==> config.mk <==
export PLATFORM = sky130hd
export DESIGN_NAME = gate_test_seq
export DESIGN_NICKNAME = d
export VERILOG_FILES = /design/src/rtl/gate_test_seq.sv
export SDC_FILE = /design/constraint.sdc
export NUM_CORES = 1
export LEC_CHECK = 0
export BUFFER_PORTS_ARGS = -buffer_cell sky130_fd_sc_hd__buf_4
export CORE_MARGIN = 2
export CORE_UTILIZATION = 30
export CTS_CLUSTER_SIZE = 24
export DETAILED_ROUTE_END_ITERATION = 10
export MAX_ROUTING_LAYER = met4
export SYNTH_ARGS = -nofsm -noshare
export SYNTH_HDL_FRONTEND = slang
export SYNTH_SLANG_ARGS = --single-unit
==> constraint.sdc <==
create_clock -name clk -period 2.1 [get_ports clk]
set_input_delay 0.315 -clock clk [delete_from_list [all_inputs] [get_ports clk]]
set_output_delay 0.315 -clock clk [all_outputs]
set_load 0.02 [all_outputs]
==> src/rtl/gate_test_seq.sv <==
// Exhaustive test sequencer for a 2-input "a AND NOT b" gate: applies {a,b} = 00,01,10,11,
// waits SETTLE cycles per vector, samples z_in once and counts mismatching vectors.
// Optional build macro GATE_TEST_STOP_ON_FAIL_EN ends the pass at the first mismatch.
module gate_test_seq #(
  parameter int unsigned SETTLE = 1
) (
  input  logic       clk,
  input  logic       rst_n,
  input  logic       start,
  output logic       a_out,
  output logic       b_out,
  input  logic       z_in,
  output logic       busy,
  output logic       done,
  output logic       pass,
  output logic [2:0] err_count,
  output logic [1:0] vec_idx
);

  typedef enum logic [2:0] {
    S_IDLE  = 3'd0,
    S_APPLY = 3'd1,
    S_WAIT  = 3'd2,
    S_CHECK = 3'd3,
    S_DONE  = 3'd4
  } state_t;

  localparam logic [3:0] WAIT_LAST = 4'(SETTLE - 1);
  localparam logic [2:0] ERR_MAX   = 3'd4;

  state_t     r_state;
  logic       r_start_q;
  logic [3:0] r_wait_cnt;
  logic       r_a;
  logic       r_b;
  logic       r_busy;
  logic       r_done;
  logic       r_pass;
  logic [2:0] r_err;
  logic [1:0] r_vec;

  logic       w_expected;
  logic       w_mismatch;
  logic [2:0] w_err_next;
  logic       w_last_vec;
  logic       w_stop;

  // The reference behaviour is a AND NOT b, judged on the vector currently driven.
  assign w_expected = r_a & ~r_b;
  assign w_mismatch = (z_in != w_expected);
  assign w_err_next = (w_mismatch && (r_err != ERR_MAX)) ? r_err + 3'd1 : r_err;
  assign w_last_vec = (r_vec == 2'd3);

`ifdef GATE_TEST_STOP_ON_FAIL_EN
  assign w_stop = w_mismatch;
`else
  assign w_stop = 1'b0;
`endif

  // start is captured for one cycle first, so APPLY begins the cycle after start is sampled.
  always_ff @(posedge clk or negedge rst_n) begin
    if (!rst_n) begin
      r_state    <= S_IDLE;
      r_start_q  <= 1'b0;
      r_wait_cnt <= 4'd0;
      r_a        <= 1'b0;
      r_b        <= 1'b0;
      r_busy     <= 1'b0;
      r_done     <= 1'b0;
      r_pass     <= 1'b0;
      r_err      <= 3'd0;
      r_vec      <= 2'd0;
    end else begin
      // NOTE: non-blocking assignments throughout; the last one in program order wins, so this
      // default is overridden below only in the states that may accept a start request.
      r_start_q <= 1'b0;
      case (r_state)
        S_IDLE, S_DONE: begin
          if (r_start_q) begin
            r_state <= S_APPLY;
            r_busy  <= 1'b1;
            r_done  <= 1'b0;
            r_pass  <= 1'b0;
            r_err   <= 3'd0;
            r_vec   <= 2'd0;
          end else begin
            r_start_q <= start;
          end
        end
        S_APPLY: begin
          r_a        <= r_vec[1];
          r_b        <= r_vec[0];
          r_wait_cnt <= WAIT_LAST;
          r_state    <= S_WAIT;
        end
        S_WAIT: begin
          if (r_wait_cnt == 4'd0) begin
            r_state <= S_CHECK;
          end else begin
            r_wait_cnt <= r_wait_cnt - 4'd1;
          end
        end
        S_CHECK: begin
          r_err <= w_err_next;
          if (w_last_vec || w_stop) begin
            r_state <= S_DONE;
            r_busy  <= 1'b0;
            r_done  <= 1'b1;
            r_pass  <= (w_err_next == 3'd0);
          end else begin
            r_vec   <= r_vec + 2'd1;
            r_state <= S_APPLY;
          end
        end
        default: begin
          r_state <= S_IDLE;
          r_busy  <= 1'b0;
        end
      endcase
    end
  end

  assign a_out     = r_a;
  assign b_out     = r_b;
  assign busy      = r_busy;
  assign done      = r_done;
  assign pass      = r_pass;
  assign err_count = r_err;
  assign vec_idx   = r_vec;

endmodule

Yosys cells after proc, flatten, opt, wreduce, memory -nomap -nowiden
Index checks and enable logic that the tools add are counted.
{"block": "totals", "ff_bits": 18, "out_inout_bits": 10, "elab_cells": 64}
{"block": "op_classes", "muxes": 22, "bitwise": 3, "n_addsub": 3, "eq_ne": 12, "n_reduce_logical": 14}
{"op": "$mux 3", "count": 5}
{"op": "$pmux 3 s4", "count": 1}
{"op": "$ne 2x2->1 const B", "count": 5}
{"op": "$reduce_and 3->1", "count": 3}
{"op": "$pmux 4 s2", "count": 1}
{"op": "$mux 1", "count": 7}
{"op": "$eq 3x2->1 const B", "count": 2}
{"op": "$logic_not 3->1", "count": 2}
{"op": "$pmux 3 s2", "count": 1}
{"op": "$reduce_and 2->1", "count": 3}
{"op": "$logic_not 4->1", "count": 1}
{"op": "$mux 2", "count": 2}
{"op": "$mux 4", "count": 1}
{"op": "$pmux 1 s2", "count": 2}
{"op": "$pmux 2 s2", "count": 1}
{"op": "$reduce_bool 2->1", "count": 2}
{"op": "$reduce_or 2->1", "count": 2}
{"op": "$sub 4x1->4 const B", "count": 1}
{"op": "$add 3x1->3 const B", "count": 1}
{"op": "$eq 3x1->1 const B", "count": 1}
{"op": "$eq 3x3->1 const B", "count": 1}
{"op": "$ne 3x3->1 const B", "count": 1}
{"op": "$pmux 1 s3", "count": 1}
{"op": "$add 2x1->2 const B", "count": 1}
{"op": "5 further kinds", "count": 6}

Longest topological paths before layout
{"block": "depth", "depth_word": 8, "depth_mapped": 6, "mapped_depth_nobuf": 6}

Least setup slack after synthesis
Ideal clock, no wire load.
{"block": "synth_path", "kind": "register to register", "from": "reg r_err[0] (netlist: err_count[0])", "to": "reg r_err[2] (netlist: err_count[2])", "n_path_buf": 0, "arrival_ps": 1465, "synth_period_minus_slack_ps": 1585, "slack_ps": 515, "stages_incl_launch_ff": 6, "cell_sequence": "dfrtp_1 ha_1 and2_1 a211oi_1 a211oi_1 a31o_2"}
{"block": "synth_between", "elab_chain_len": 4}
{"item": "from (decl)", "line_no": "39", "source": "logic [2:0] r_err;"}
{"item": "from (signal assigned)", "line_no": "104", "source": "r_err <= w_err_next;"}
{"item": "parallel branches: the longest is 2 deep, another holds $add 3x1->3"}
{"item": "$mux 3 (*)", "line_no": "51", "source": "assign w_err_next = (w_mismatch && (r_err != ERR_MAX)) ? r_err + 3'd1 : r_err;"}
{"item": "$pmux 3 s2 (*)", "line_no": "77", "source": "case (r_state)"}
Mark *: on every way between the ends.
A chain may end at the register's enable or synchronous reset.

Final worst setup path
{"block": "layout_path", "from": "reg r_state[1]", "to": "reg r_wait_cnt[0]"}
{"block": "layout_between", "elab_chain_len": 3}
{"item": "from (decl)", "line_no": "31", "source": "state_t r_state;"}
{"item": "from (signal assigned)", "line_no": "63", "source": "r_state <= S_IDLE;"}
{"item": "from (signal assigned)", "line_no": "80", "source": "r_state <= S_APPLY;"}
{"item": "from (signal assigned)", "line_no": "94", "source": "r_state <= S_WAIT;"}
{"item": "$eq 3x2->1 or $eq 3x1->1 (tied branches)", "line_no": "77"}
{"item": "$ne 2x2->1 (no line) or $reduce_bool 2->1 (tied branches)"}
{"item": "$reduce_and 2->1 (no line)"}
{"item": "to (signal assigned)", "line_no": "100", "source": "r_wait_cnt <= r_wait_cnt - 4'd1;"}
{"item": "to (decl)", "line_no": "33", "source": "logic [3:0] r_wait_cnt;"}
Parallel ways exist; a longest one is shown, timed or not.

==> impl_metrics.py <==
metrics = {
    "synthesis": {
        "synthesis.area_per_instance_um2": 10.3,
        "yosysSeqAreaShare_pct": 44.7,
        "library_cell_occupying_the_most_area_in_the_post_synthesis_netlist": "dfrtp_1",
        "post-synth-top-area-fraction_pct": 44.7,
        "syn-num-nets": 107,
        "synth.top_cells.by_area": "dfrtp_1, ha_1, mux2i_1",
        "syn_inst": 98,
        "synth_warnings": 0,
        "synthesis.area_mm2": 0.00101,
        "synth_cell_types": 35,
        "ys_ff_latch": 18,
    },
    "critical_path": {
        "ff2ff_path_depth": 3,
        "critical_path.endpoint_type": "register",
        "crit_arrival_ns": 1.84,
        "cp.required_ns": 2.29,
        "worst_r2r_startpoint": "r_state[1]",
        "regToRegEndpoint": "r_wait_cnt[0]",
        "startpoint_type": "register",
        "criticalPathCategory": "reg2reg",
        "regToRegSetupSlack_ns": 0.45,
        "critical_path.max_fanout": 11,
    },
    "floorplan": {
        "initial_core_utilization_pct": 30.7,
        "floorplan.die.height_um": 61.9,
        "io-pin-count": 14,
        "dieWidth_um": 61.9,
        "placementRows": 21,
        "core-area_mm2": 0.00328,
        "die_area_mm2": 0.00384,
    },
    "hold_path": {
        "min_to": "r_start_q",
        "hold_path.class": "in2reg",
        "hold_start": "start",
        "holdPathStages": 2,
    },
    "detailed_routing": {
        "antenna_left": 0,
        "drt-vias-per-instance": 4.68,
        "wire_per_inst_um": 11.6,
        "drt_pass1_iterations": 6,
        "postRouteWirelength_um": 1850,
        "drtIter0Drc": 36,
        "post-route-drc-count": 0,
        "detailroute.via_count": 744,
    },
    "sta": {
        "timing_hold_violations_final": 0,
        "setup_viol": 0,
        "finalClockSkew_ns": 0.0134,
        "hold-worst-slack_ns": 0.235,
        "final.setup.tns_ns": 0,
        "max_freq_ghz": 0.606,
        "final_min_period_over_clock_period_pct": 78.6,
        "tightestPinTransition_ns": 0.390,
        "max_slew_margin_pct": 73.8,
        "timing.final.crit_period_ns": 1.65,
        "grt_setup_unrepaired": "no",
        "drv_slew": 0,
    },
    "power": {
        "power_per_cell_area_mw_per_mm2": 1350,
        "power.leakage_nw": 0.546,
        "irDropWorstVdd_v": 0.000493,
        "netSwitchingFraction_pct": 41.3,
        "net-switching-power_w": 0.000658,
        "power_report.internal_total_w": 0.000935,
        "p_comb_share_pct": 47.8,
        "seq_power_share_pct": 39.1,
        "clockPowerShare_pct": 13.0,
        "total_power_w": 0.00159,
    },
    "grt": {
        "grt_remaining_overflow": 0,
        "grt_pass1_wl_um": 3050,
        "number_of_global_route_vias_before_repair": 677,
        "grt_max_degree": 19,
        "grt_antenna_before_repair": 0,
        "global_route.usage.total_pct": 11.0,
    },
    "status": {
        "outcome": "completed",
    },
    "clock_network": {
        "tritoncts": "yes",
        "root_buffer": "clkbuf_4",
        "cts_buffer_depth": 2,
        "postCtsSetupBuffers": 0,
        "cts.htree.levels": 1,
        "clock_sinks": 18,
        "cts_resized": 0,
        "cts.reportedPaths.clkPinSlew_ns": 0.11,
        "clk_latency_ns": 0.29,
        "cts_buffers": 3,
    },
    "placed_design": {
        "place.detailed.hpwl_um": 1380,
        "placement.io_buffers": 13,
        "place_congestion": 0.728,
    },
    "run": {
        "max_cap_violations": 0,
    },
    "cells_and_area": {
        "finish.net_count": 123,
        "total_inserted_antenna_cells": 0,
        "post_route_cells_drive_above_1_share_pct": 23.0,
        "flow.area_growth_from_synthesis_pct": 17.3,
    },
}
## timing repair
item / 4_1_cts / 5_1_grt
setup endpoints to repair: 0 / 0
endpoints found under the hold margin: 18 / 0
hold buffers: 1 / 0
## Yosys cell counts
| master | count |
|---|---|
| a211oi_1 | 2 |
| a211oi_2 | 1 |
| a21o_1 | 1 |
| a21oi_1 | 5 |
| a31o_2 | 1 |
| and2_1 | 3 |
| and2_2 | 1 |
| and3_4 | 1 |
| buf_2 | 1 |
| buf_4 | 1 |
| buf_6 | 2 |
| dfrtp_1 | 18 |
| ha_1 | 5 |
| inv_1 | 5 |
| mux2_2 | 3 |
| mux2i_1 | 4 |
| nand2_1 | 9 |
| nand2b_1 | 3 |
| nand3_1 | 2 |
| nand3b_1 | 1 |
| nand4b_1 | 1 |
| nor2_1 | 8 |
| nor2b_1 | 1 |
| nor3_1 | 3 |
| nor3b_1 | 2 |
| nor4_1 | 1 |
| nor4bb_1 | 1 |
| o2111ai_1 | 1 |
| o21a_1 | 1 |
| o21ai_0 | 2 |
| o32ai_1 | 1 |
| or3b_1 | 1 |
| or3b_4 | 1 |
| xnor2_1 | 2 |
| xor2_1 | 3 |
## through the flow
step                cell area (um^2)  utilization [%]  setup WS, ns  std cells
finish                          1180             36.0         0.449        159
global route                    1180             36.0         0.319        159
CTS                             1180             36.0         0.462        159
detailed placement              1130             34.6         0.470        154
global placement                1130             34.6         0.511        154
floorplan                       1010                -         0.515         98
## sequential cells by signal, indices dropped and copies added (netlist names), 2 cells and up
register,cells
r_wait_cnt,4
err_count,3
r_state,3
vec_idx,2
## layer usage
metal  wire [um]  up-vias  global-route usage (%)
met5           0        -                       -
met4          19        0                    2.74
met3          77        2                    3.73
met2         863       18                    16.7
met1         885      354                    14.2
li1            -      370                       -
## how the worst max path moves through the flow
stage | startpoint | end
2_1_floorplan | err_count[0] | err_count[2]
6_report | r_state[1] | r_wait_cnt[0]
5_1_grt | r_state[1] | r_wait_cnt[0]
3_3_place_gp | r_wait_cnt[1] | r_wait_cnt[0]
3_5_place_dp | r_state[1] | r_wait_cnt[0]
4_1_cts | r_wait_cnt[1] | r_wait_cnt[0]
## logic make-up after synthesis
logic type / after synthesis / share of synthesized area [%]
buffers and inverters: 9 / 5.34
and+or+nand+nor: 39 / 21.7
DFF: 18 / 44.7
xor gates and xnor gates: 5 / 4.35
muxes: 7 / 7.33
AOI/OAI and AO/OA: 15 / 10.3
adders and majority gates: 5 / 6.21
## worst max-delay path, stage by stage (launching register included)
cell	delay, ns
dfrtp_1	0.54
nor3b_1	0.41
and2_2	0.27
mux2_2	0.34
## final cells by class
cell class                 count  area (um^2)
tap                           46         57.6
fill                         336         2100
sequential                    18          450
multi-input combinational     71          503
inverter                       5         18.8
timing repair buffer          15          115
clock buffer                   4         36.3
## power by group through the flow
stage	registers [W]	logic, W	clock network, W
after floorplan	0.000662	0.000502	0
after global placement	0.000624	0.000754	0
after detailed placement	0.000633	0.000765	0
after CTS	0.000625	0.000773	0.000220
after global routing	0.000648	0.000864	0.000245
final	0.000624	0.000762	0.000208
## cell usage in the layout (no fill, tap or decap), drive strengths merged, types with 2 or more instances in the layout
cell,n
or3b,2
buf,14
and2,4
nor3,3
nand2b,3
a21oi,5
dfrtp,18
mux2i,4
mux2,3
nor2,8
nor3b,2
a211oi,3
xnor2,2
clkbuf,4
ha,5
nand3,2
xor2,3
nand2,9
o21ai,2
inv,5
Power figures use the tool's default switching activity.
